**config.mk**
```make
export PLATFORM = sky130hd
export DESIGN_NAME = eth_udp_rx_parser
export DESIGN_NICKNAME = d
export VERILOG_FILES = /design/src/rtl/eth_udp_rx_parser.sv
export SDC_FILE = /design/constraint.sdc
export NUM_CORES = 1
export LEC_CHECK = 0
export ABC_AREA = 1
export BUFFER_PORTS_ARGS = -buffer_cell sky130_fd_sc_hd__buf_4
export CORE_MARGIN = 3
export CORE_UTILIZATION = 35
export CTS_CLUSTER_SIZE = 30
export DETAILED_ROUTE_END_ITERATION = 16
export GPL_TIMING_DRIVEN = 0
export PLACE_DENSITY_LB_ADDON = 0.05
export SETUP_SLACK_MARGIN = 0.05
export SLEW_MARGIN = 20
export SYNTH_ARGS = -nofsm -noshare
export SYNTH_HDL_FRONTEND = slang
export SYNTH_SLANG_ARGS = --single-unit
```
**constraint.sdc**
```tcl
create_clock -name rxClkIn -period 2.8 [get_ports rxClkIn]
set_input_delay 0.42 -clock rxClkIn [delete_from_list [all_inputs] [get_ports rxClkIn]]
set_output_delay 0.42 -clock rxClkIn [all_outputs]
set_load 0.05 [all_outputs]
```
**src/rtl/eth_udp_rx_parser.sv**
```systemverilog
// Ethernet II / IPv4 / UDP receive parser: filters frames by header fields and
// destination port, then forwards only the UDP payload as a byte stream.
module eth_udp_rx_parser #(
  parameter logic [15:0] UDP_PORT = 16'd26400,
  parameter int unsigned CNT_W    = 16
) (
  input  logic             rxClkIn,
  input  logic             rstIn,
  input  logic [7:0]       rxDataIn,
  input  logic             rxDataValidIn,
  input  logic             rxDataLastIn,
  output logic [7:0]       payloadDataOut,
  output logic             payloadValidOut,
  output logic             payloadLastOut,
  output logic             frameDropOut,
  output logic             truncErrOut,
  output logic [CNT_W-1:0] frameCountOut,
  output logic [CNT_W-1:0] dropCountOut
);

  typedef enum logic [1:0] {IDLE, HDR, PAY, DRAIN} state_t;

  state_t      state, state_nxt;
  logic [10:0] byte_idx, byte_idx_nxt;
  logic [15:0] udp_len, udp_len_nxt;
  logic [15:0] pay_remain, pay_remain_nxt;
  logic        hdr_fail;
  logic        pay_valid_nxt, pay_last_nxt, drop_nxt, trunc_nxt, frame_inc;

  // Per-byte header filter; byte 41 also rejects a UDP length shorter than its own header.
  always_comb begin
    hdr_fail = 1'b0;
    case (byte_idx)
      11'd12:  hdr_fail = (rxDataIn != 8'h08);
      11'd13:  hdr_fail = (rxDataIn != 8'h00);
      11'd14:  hdr_fail = (rxDataIn != 8'h45);
      11'd23:  hdr_fail = (rxDataIn != 8'h11);
      11'd36:  hdr_fail = (rxDataIn != UDP_PORT[15:8]);
      11'd37:  hdr_fail = (rxDataIn != UDP_PORT[7:0]);
      11'd41:  hdr_fail = (udp_len < 16'd8);
      default: hdr_fail = 1'b0;
    endcase
  end

  always_comb begin
    state_nxt      = state;
    byte_idx_nxt   = byte_idx;
    udp_len_nxt    = udp_len;
    pay_remain_nxt = pay_remain;
    pay_valid_nxt  = 1'b0;
    pay_last_nxt   = 1'b0;
    drop_nxt       = 1'b0;
    trunc_nxt      = 1'b0;
    frame_inc      = 1'b0;

    if (rxDataValidIn) begin
      case (state)
        IDLE: begin
          if (rxDataLastIn) begin
            drop_nxt = 1'b1;
          end else begin
            state_nxt    = HDR;
            byte_idx_nxt = 11'd1;
          end
        end
        HDR: begin
          byte_idx_nxt = byte_idx + 11'd1;
          if (byte_idx == 11'd38) udp_len_nxt = {rxDataIn, udp_len[7:0]};
          if (byte_idx == 11'd39) udp_len_nxt = {udp_len[15:8], rxDataIn};
          if (hdr_fail) begin
            drop_nxt  = 1'b1;
            state_nxt = rxDataLastIn ? IDLE : DRAIN;
          end else if (byte_idx == 11'd41) begin
            if (udp_len == 16'd8) begin
              frame_inc = 1'b1;
              state_nxt = rxDataLastIn ? IDLE : DRAIN;
            end else if (rxDataLastIn) begin
              trunc_nxt = 1'b1;
              state_nxt = IDLE;
            end else begin
              pay_remain_nxt = udp_len - 16'd8;
              state_nxt      = PAY;
            end
          end else if (rxDataLastIn) begin
            drop_nxt  = 1'b1;
            state_nxt = IDLE;
          end
        end
        PAY: begin
          pay_valid_nxt  = 1'b1;
          pay_remain_nxt = pay_remain - 16'd1;
          if (pay_remain == 16'd1) begin
            pay_last_nxt = 1'b1;
            frame_inc    = 1'b1;
            state_nxt    = rxDataLastIn ? IDLE : DRAIN;
          end else if (rxDataLastIn) begin
            pay_last_nxt = 1'b1;
            trunc_nxt    = 1'b1;
            state_nxt    = IDLE;
          end
        end
        DRAIN: begin
          if (rxDataLastIn) state_nxt = IDLE;
        end
        default: state_nxt = IDLE;
      endcase
    end

    if (state_nxt == IDLE) byte_idx_nxt = '0;
  end

  // Output strobes are registered so every payload byte leaves exactly one cycle after it arrived.
  always_ff @(posedge rxClkIn or posedge rstIn) begin
    if (rstIn) begin
      state           <= IDLE;
      byte_idx        <= '0;
      udp_len         <= '0;
      pay_remain      <= '0;
      payloadDataOut  <= '0;
      payloadValidOut <= 1'b0;
      payloadLastOut  <= 1'b0;
      frameDropOut    <= 1'b0;
      truncErrOut     <= 1'b0;
      frameCountOut   <= '0;
      dropCountOut    <= '0;
    end else begin
      state           <= state_nxt;
      byte_idx        <= byte_idx_nxt;
      udp_len         <= udp_len_nxt;
      pay_remain      <= pay_remain_nxt;
      payloadValidOut <= pay_valid_nxt;
      payloadLastOut  <= pay_last_nxt;
      frameDropOut    <= drop_nxt;
      truncErrOut     <= trunc_nxt;
      if (pay_valid_nxt) payloadDataOut <= rxDataIn;
      if (frame_inc && (frameCountOut != '1)) frameCountOut <= frameCountOut + CNT_W'(1);
      if ((drop_nxt || trunc_nxt) && (dropCountOut != '1)) dropCountOut <= dropCountOut + CNT_W'(1);
    end
  end

endmodule
```
# Word level (Yosys, flattened, before mapping)
# Cells that the tools add are included.
# op_classes
magnitude_cmp	1
mux	43
n_div	0
shifts	0
mul	0
n_reduce_logical	13
add_sub_neg	5
eq_ne	26
bitwise_logic	1
# ops
op	count
$mux W16	4
$eq A11 B6 Y1 const B	5
$eq A11 B4 Y1 const B	3
$mux W11	3
$add A16 B1 Y16 const B	2
$ne A16 B16 Y1 const B	2
$pmux W16 S2	1
$pmux W11 S2	1
$mux W1	19
$mux W2	9
$eq A16 B1 Y1 const B	1
$eq A16 B4 Y1 const B	1
$lt A16 B4 Y1 const B	1
$ne A8 B7 Y1 const B	2
$sub A16 B1 Y16 const B	1
$sub A16 B4 Y16 const B	1
$add A11 B1 Y11 const B	1
$eq A11 B5 Y1 const B	1
$mux W8	1
$ne A2 B2 Y1 const B	4
$ne A8 B4 Y1 const B	1
$ne A8 B5 Y1 const B	1
$ne A8 B6 Y1 const B	1
$pmux W2 S4	1
15 further kinds	22
# totals
out_inout_bits	44
latchBits	0
romBits	0
reg_bits	89
ram_bits	0
mem_count	0
input_bits	12
wordCells	101

# Longest topological paths before layout
# Gate-level depths: netlist of run 1.
# depth
depth_word	9
ltp_mapped	21
ltp_nobuf	20

# Worst setup path before layout of run 1
# Ideal clock, no wire load.
# synth_timing
path_type	register to register
from	reg dropCountOut[0]
to	reg dropCountOut[6]
arrival_ns	2.379
setup_time_ns	0.120
path_stages_with_launch	10
period_less_slack_ns	2.499
path_buffers	1
t_required_ns	2.680
path_slack_ns	0.301
path_cell_list	dfrtp_1 > ha_1 > nand3_1 > nor3_1 > nand3_1 > nor3_1 > nand4_2 > clkbuf_1 > nand3_1 > nand2_1
# synth_between
elab_chain_cells	2
elab_cells_between_ends	3
cone_classes	add/sub (1); eq/ne (1); reduce/logical (1)
# synth_lines
element	line	source
from (decl)	18	output logic [CNT_W-1:0] dropCountOut
from (signal assigned)	137	if ((drop_nxt || trunc_nxt) && (dropCountOut != '1)) dropCountOut <= dropCountOut + CNT_W'(1);
branches (longest 2 deep; another with $add A16 B1 Y16)	--	
# Parallel ways; which one is timed is not known.
# A chain may end at the register's enable or synchronous reset.

# Worst setup path after layout of run 1
# layout_timing
from	reg state[0]
to	reg pay_remain[12]
# layout_between
elab_chain_cells	3
elab_cells_between_ends	9
cone_classes	eq/ne (6); mux (1); reduce/logical (2)
# layout_lines
element	line	source
from (decl)	23	state_t state, state_nxt;
from (signal assigned)	127	state <= state_nxt;
$eq A2 B1 Y1 or $eq A2 B2 Y1 (tied branches)	57	case (state)
$ne A2 B2 Y1 (no line) or $reduce_bool A2 Y1 (tied branches)	--	
$reduce_and A6 Y1 (no line)	--	
to (signal assigned)	130	pay_remain <= pay_remain_nxt;
to (decl)	26	logic [15:0] pay_remain, pay_remain_nxt;
# Parallel ways exist; a longest one is shown, timed or not.

==> flow_summary.toml, run 1 <==
[synth]
synth_nets = 764
synthFlopType = "dfrtp_1"
seq_area_frac_synth_pct = 40.7
synth_cell_types = 43
yosysTopAreaCellShare_pct = 40.7
synth_area_leaders = "dfrtp_1, nand2_1, inv_1"
yosysTopAreaCell = "dfrtp_1"
ys_ff_latch = 89
synth_edf_count = 0
synthArstFlopShare_pct = 100
syn_avg_cell_area_um2 = 7.41
syn_inst = 739
yosys_warnings = 0
syn_area_um2 = 5480

[drt]
drt-initial-drc-count = 210
viasPerCell = 4.85
drc_errors = 0
antenna_left = 0
wirelength_um = 14100
vias = 4944
dr.pass1.iters = 5
routedWlPerCell_um = 13.8

[global_route]
use_met1_pct = 24.2
busiest_layer = "met2"
grt_max_degree = 65
met2_usage_pct = 27.5
grt_pass1_wl_um = 23900
antenna_found_initial = 0
grtUsageMet3_pct = 2.39
grtUsageTotal_pct = 17.4
overflow = 0
grt_pass1_vias = 4855

[setup_path]
end_kind = "flip-flop"
critPathBufInv = 3
cp-start-kind = "flip-flop"
crit_arrival_ns = 2.72
path_cells = "inv_1 > ha_1 > nand2_2 > nand2_1 > nand2_1 > a211oi_1 > nand2_2 > inv_6 > buf_2 > a31oi_1"
cp_top_family = "simple AND/OR/NAND/NOR gates"
crit_fanout = 10
reg2reg_from = "state[0]"
critPathLaunch = "state[0]"
worstPathRequired_ns = 3.02
critPathSlowestCell = "ha_1"
slowest_delay_ns = 0.44
critPathKind = "reg2reg"

[cells_and_area]
drive_gt1_share_pct = 14.6
syn_to_final_growth_pct = 19.0
nNetsFinal = 829
final_cell_mix = "nand2_1, inv_1, dfrtp_1"
final_common_cell = "nand2_1"
fin_util_pct = 42.7
final_area_um2 = 6520
n_antenna_cell = 0

[power]
pwr-share-seq_pct = 40.3
cellLeakagePower_nw = 3.31
p_int_mw = 2.48
ir_worst_vdd_mv = 0.274
comb_power_share_pct = 28.0
sw_frac_of_total_pct = 37.2
switchingPower_mw = 1.47
p_per_area_nw_per_um2 = 607
power.share.clock_pct = 31.7

[sta]
hold_viol_final = 0
worst_hold_slack_ns = 0.0172
rsz0062_at_grt = "false"
slew_headroom_pct = 59.2
setup_viol = 0
slew_viol_final = 0
tightest_slew_ns = 0.608
period_needed_ns = 2.50
max_freq_mhz = 400
fin_crit_sh_pct = 89.4
finClkSkew_ns = 0.00905
fin_tns_setup_ns = 0

[die]
std_cell_rows = 45
core-area_um2 = 15300
start_util_pct = 35.9
ios = 56
fp.dieH_um = 131
die_area_um2 = 17200
fp.dieW_um = 131

[placed_design]
port_buffers = 54
place_area_um2 = 6180
post-dp-hpwl_um = 10500
gp_congestion = 0.866

[status]
status = "complete, no violations"

[clock_tree]
clock_latency_ns = 0.35
h-tree-depth = 3
cts_setup_buffers = 0
cts_tree = "yes"
cts_hold_buf = 0
cts_root_buf = "clkbuf_16"
cts_sinks = 89
cts_made_buffers = 9
clkSlewWorstSetupHoldPaths_ns = 0.07
cts_buffer_depth = 2

[hold_path]
hp-class = "in2async"

[flow_run]
cap_viol_max_count = 0
cells by family after synthesis:
logic type | synth area share, %
and+or+nand+nor | 30.4
buffers and inverters | 8.50
AOI/OAI and AO/OA | 11.0
DFF | 40.7
xor gates and xnor gates | 6.24
adders and majority gates | 2.97
muxes | 0.206
power groups by stage:
stage,clock network (mW),registers [mW],logic [mW]
6_report,1.25,1.59,1.11
5_1_grt,1.33,1.62,1.26
4_1_cts,1.30,1.59,1.11
3_5_place_dp,0,1.61,1.10
3_3_place_gp,0,1.61,1.08
2_1_floorplan,0,1.75,0.629
per-stage QoR:
stage / power, mW / worst slack (ns) / instances
after floorplan: 2.38 / 0.0731 / 739
after global placement: 2.69 / -1.15 / 1004
after detailed placement: 2.71 / -0.0656 / 1005
after CTS: 3.99 / 0.0716 / 1021
after global routing: 4.22 / 0.0455 / 1020
final: 3.96 / 0.297 / 1020
cell type report:
type / instances / area, um2
clock inverters: 6 / 75.1
inverters: 104 / 400
plain buffers: 14 / 71.3
well taps: 211 / 264
multi-input cells: 531 / 2820
clock buffers: 10 / 229
flip-flops and latches: 89 / 2230
repair buffers: 55 / 433
fillers: 1597 / 8740
Yosys cell counts (3+ instances only):
cell type and n:
a21oi_1 14, a31oi_1 8, buf_2 3, clkbuf_1 9, dfrtp_1 89, ha_1 13
inv_1 99, inv_2 4, nand2_1 180, nand2_2 4, nand2_4 3, nand3_1 56
nand3_2 3, nand3b_1 5, nand4_1 12, nor2_1 71, nor2_2 4, nor2_4 3
nor3_1 18, nor4_1 6, o211ai_1 7, o21ai_0 65, xnor2_1 12, xor2_1 27
worst paths after layout:
check / slack, ns / to / cells past startpoint
max reg2reg: 0.30 / pay_remain[12] / 10
min: 0.02 / frameCountOut[7] / 2
max: 0.30 / pay_remain[12] / 10
min reg2reg: 0.49 / payloadDataOut[4] / 2
min in group rxClkIn: 0.36 / frameDropOut / 3
max in group asynchronous: 2.16 / byte_idx[0] / 3
repair_timing:
action | 4_1_cts | 5_1_grt
gates resized for setup | 1 | 14
gates cloned | 0 | 0
endpoints found under the setup margin | 14 | 41
pin swaps | 0 | 1
sequential cells by signal, summed over array words and instances (netlist names):
register         count
dropCountOut        16
payloadValidOut      1
payloadDataOut       8
truncErrOut          1
frameCountOut       16
udp_len             16
state                2
pay_remain          16
payloadLastOut       1
frameDropOut         1
byte_idx            11
layer usage:
metal	vias to the layer above	routed length (um)	share of wire (%)
met5	-	0	0
met4	0	247	1.8
met3	19	400	2.8
met2	67	6530	46
met1	2327	6900	49
li1	2531	-	-
No activity file was read; power rests on OpenSTA's default activity.
==> run 2: changes to the inputs <==
- clock period: 2.8 -> 2.6 ns (I/O delays scaled with it)
==> run 2 against run 1 <==
Compared with the run above:
- clock skew about the same
- cell count up 1.7%
- sequential cell count unchanged
- utilization up 2.6 points
- worst hold slack better by 0.055 ns
- sequential power up 8%
- non-clock buffer count up 17
- design area up 6.0%
- wire length up 3.2%
- sequential share of layout area down 1.9 points
- global-route usage down 0.23 points
- count of clock-buffer cells in the layout up 1
- critical path type unchanged
==> flow_summary.toml, run 2 (synthesis results as in run 1) <==
[global_route]
overflow = 0
grt_pass1_wl_um = 23500
grtUsageTotal_pct = 17.2
antenna_found_initial = 0
met2_usage_pct = 27.1
grtUsageMet3_pct = 2.55
grt_pass1_vias = 4714
use_met1_pct = 24.2
busiest_layer = "met2"
grt_max_degree = 29

[power]
p_per_area_nw_per_um2 = 648
sw_frac_of_total_pct = 36.4
p_int_mw = 2.85
comb_power_share_pct = 30.8
power.share.clock_pct = 30.7
ir_worst_vdd_mv = 0.320
pwr-share-seq_pct = 38.5
cellLeakagePower_nw = 3.48
total_power_mw = 4.48
switchingPower_mw = 1.63

[status]
status = "complete, no violations"

[cells_and_area]
nNetsFinal = 846
syn_to_final_growth_pct = 26.2
fin_util_pct = 45.3
final_cell_mix = "nand2_1, inv_1, dfrtp_1"
n_antenna_cell = 0
drive_gt1_share_pct = 20.0
final_common_cell = "nand2_1"

[setup_path]
cp_num_cells = 20
worstPathRequired_ns = 2.89
critPathKind = "reg2reg"
crit_arrival_ns = 2.68
critPathSlowestCell = "dfrtp_2"
cp_top_family = "simple AND/OR/NAND/NOR gates"
end_kind = "flip-flop"
cp-start-kind = "flip-flop"
crit_fanout = 6
ff2ff_path_depth = 20
slowest_delay_ns = 0.47
worst_path_most_repeated_cell = "nand2_2"
path_cells = "inv_4 > ha_4 > nor2_2 > nor2_2 > nand3_2 > buf_6 > nand3_1 > nand2_1 > nor2_1 > nand2_1 > nand2_2 > nand2_2 > nand2_4 > nand2_2 > nand2_2 > nand2_4 > nand2_4 > clkbuf_16 > nand2_2 > nand2_1"
critPathBufInv = 3

[placed_design]
port_buffers = 54
pre_cts_ws_ns = -0.349
gp_congestion = 0.869
post-dp-hpwl_um = 10800

[flow_run]
cap_viol_max_count = 0

[drt]
routedWlPerCell_um = 14.0
dr.pass1.iters = 4
wirelength_um = 14500
drt-initial-drc-count = 263
drc_errors = 0
viasPerCell = 4.81
antenna_left = 0
vias = 4992

[die]
start_util_pct = 35.9
std_cell_rows = 45
fp.dieW_um = 131
die_area_um2 = 17200
core-area_um2 = 15300
ios = 56
fp.dieH_um = 131

[clock_tree]
cts_hold_buf = 0
h-tree-depth = 3
clkSlewWorstSetupHoldPaths_ns = 0.07
cts_buffer_depth = 2
clock_latency_ns = 0.34
cts_sinks = 89
cts_root_buf = "clkbuf_16"
cts_made_buffers = 9
cts_tree = "yes"

[sta]
worst_hold_slack_ns = 0.0718
hold_viol_final = 0
fin_tns_setup_ns = 0
max_freq_mhz = 418
tightest_slew_ns = 0.549
rsz0062_at_grt = "false"
setup_viol = 0
slew_headroom_pct = 63.4
slew_viol_final = 0
fin_crit_sh_pct = 92.0
finClkSkew_ns = 0.00862
setup_ws_ns = 0.208
period_needed_ns = 2.39

[hold_path]
hp-class = "in2async"
[run 2: cell count changes in the layout (fill, tap and decap cells not counted), moves of 4 or more]
cell     delta
nand2_1     -7
nand2_2     +4
nand3_1     -6
buf_4      +11
nand3_2     +5
buf_6       +5
nor2_1      -4
nor2_4      +4
[run 2: routing by layer]
layer  share of wire [%]  wire [um]
met1                  49       7150
met2                  46       6750
met3                 2.9        424
met4                 1.3        196
met5                   0          0
[run 2: final timing paths]
kind | start | endpoint | slack, ns
worst min-delay path | rstIn | pay_remain[7] | 0.07
max in group asynchronous | rstIn | byte_idx[4] | 1.86
worst max-delay path | byte_idx[1] | dropCountOut[6] | 0.21
worst min register to register | payloadDataOut[4] | payloadDataOut[4] | 0.49
min in group rxClkIn | rxDataIn[2] | udp_len[10] | 0.40
worst max register to register | byte_idx[1] | dropCountOut[6] | 0.21
[run 2: area by class of cell]
cell class                 instances  area (um2)
tap                              211         264
clock buffer                      11         253
fill                            1551        8350
clock inverter                     5        62.6
multi-input combinational        531        2980
sequential                        89        2230
buffer                            13        88.8
timing repair buffer              73         622
inverter                         104         407
[run 2: timing repair]
| action | CTS | global route |
|---|---|---|
| resized for setup | 6 | 64 |
| cloned | 0 | 1 |
| buffers inserted | 0 | 15 |
| setup endpoints to repair | 29 | 41 |
| pin swaps | 0 | 29 |
[run 2: metrics by stage]
step / cells / cell area (um2)
finish: 1037 / 6910
global route: 1037 / 6910
CTS: 1022 / 6540
detailed placement: 1007 / 6220
global placement: 1004 / 6150
floorplan: 739 / 5480
[run 2: power by group through the flow]
stage | combinational, mW | clock (mW) | sequential [mW]
2_1_floorplan | 0.677 | 0 | 1.88
3_3_place_gp | 1.17 | 0 | 1.73
6_report | 1.38 | 1.37 | 1.72
4_1_cts | 1.21 | 1.41 | 1.71
5_1_grt | 1.54 | 1.46 | 1.75
3_5_place_dp | 1.20 | 0 | 1.73
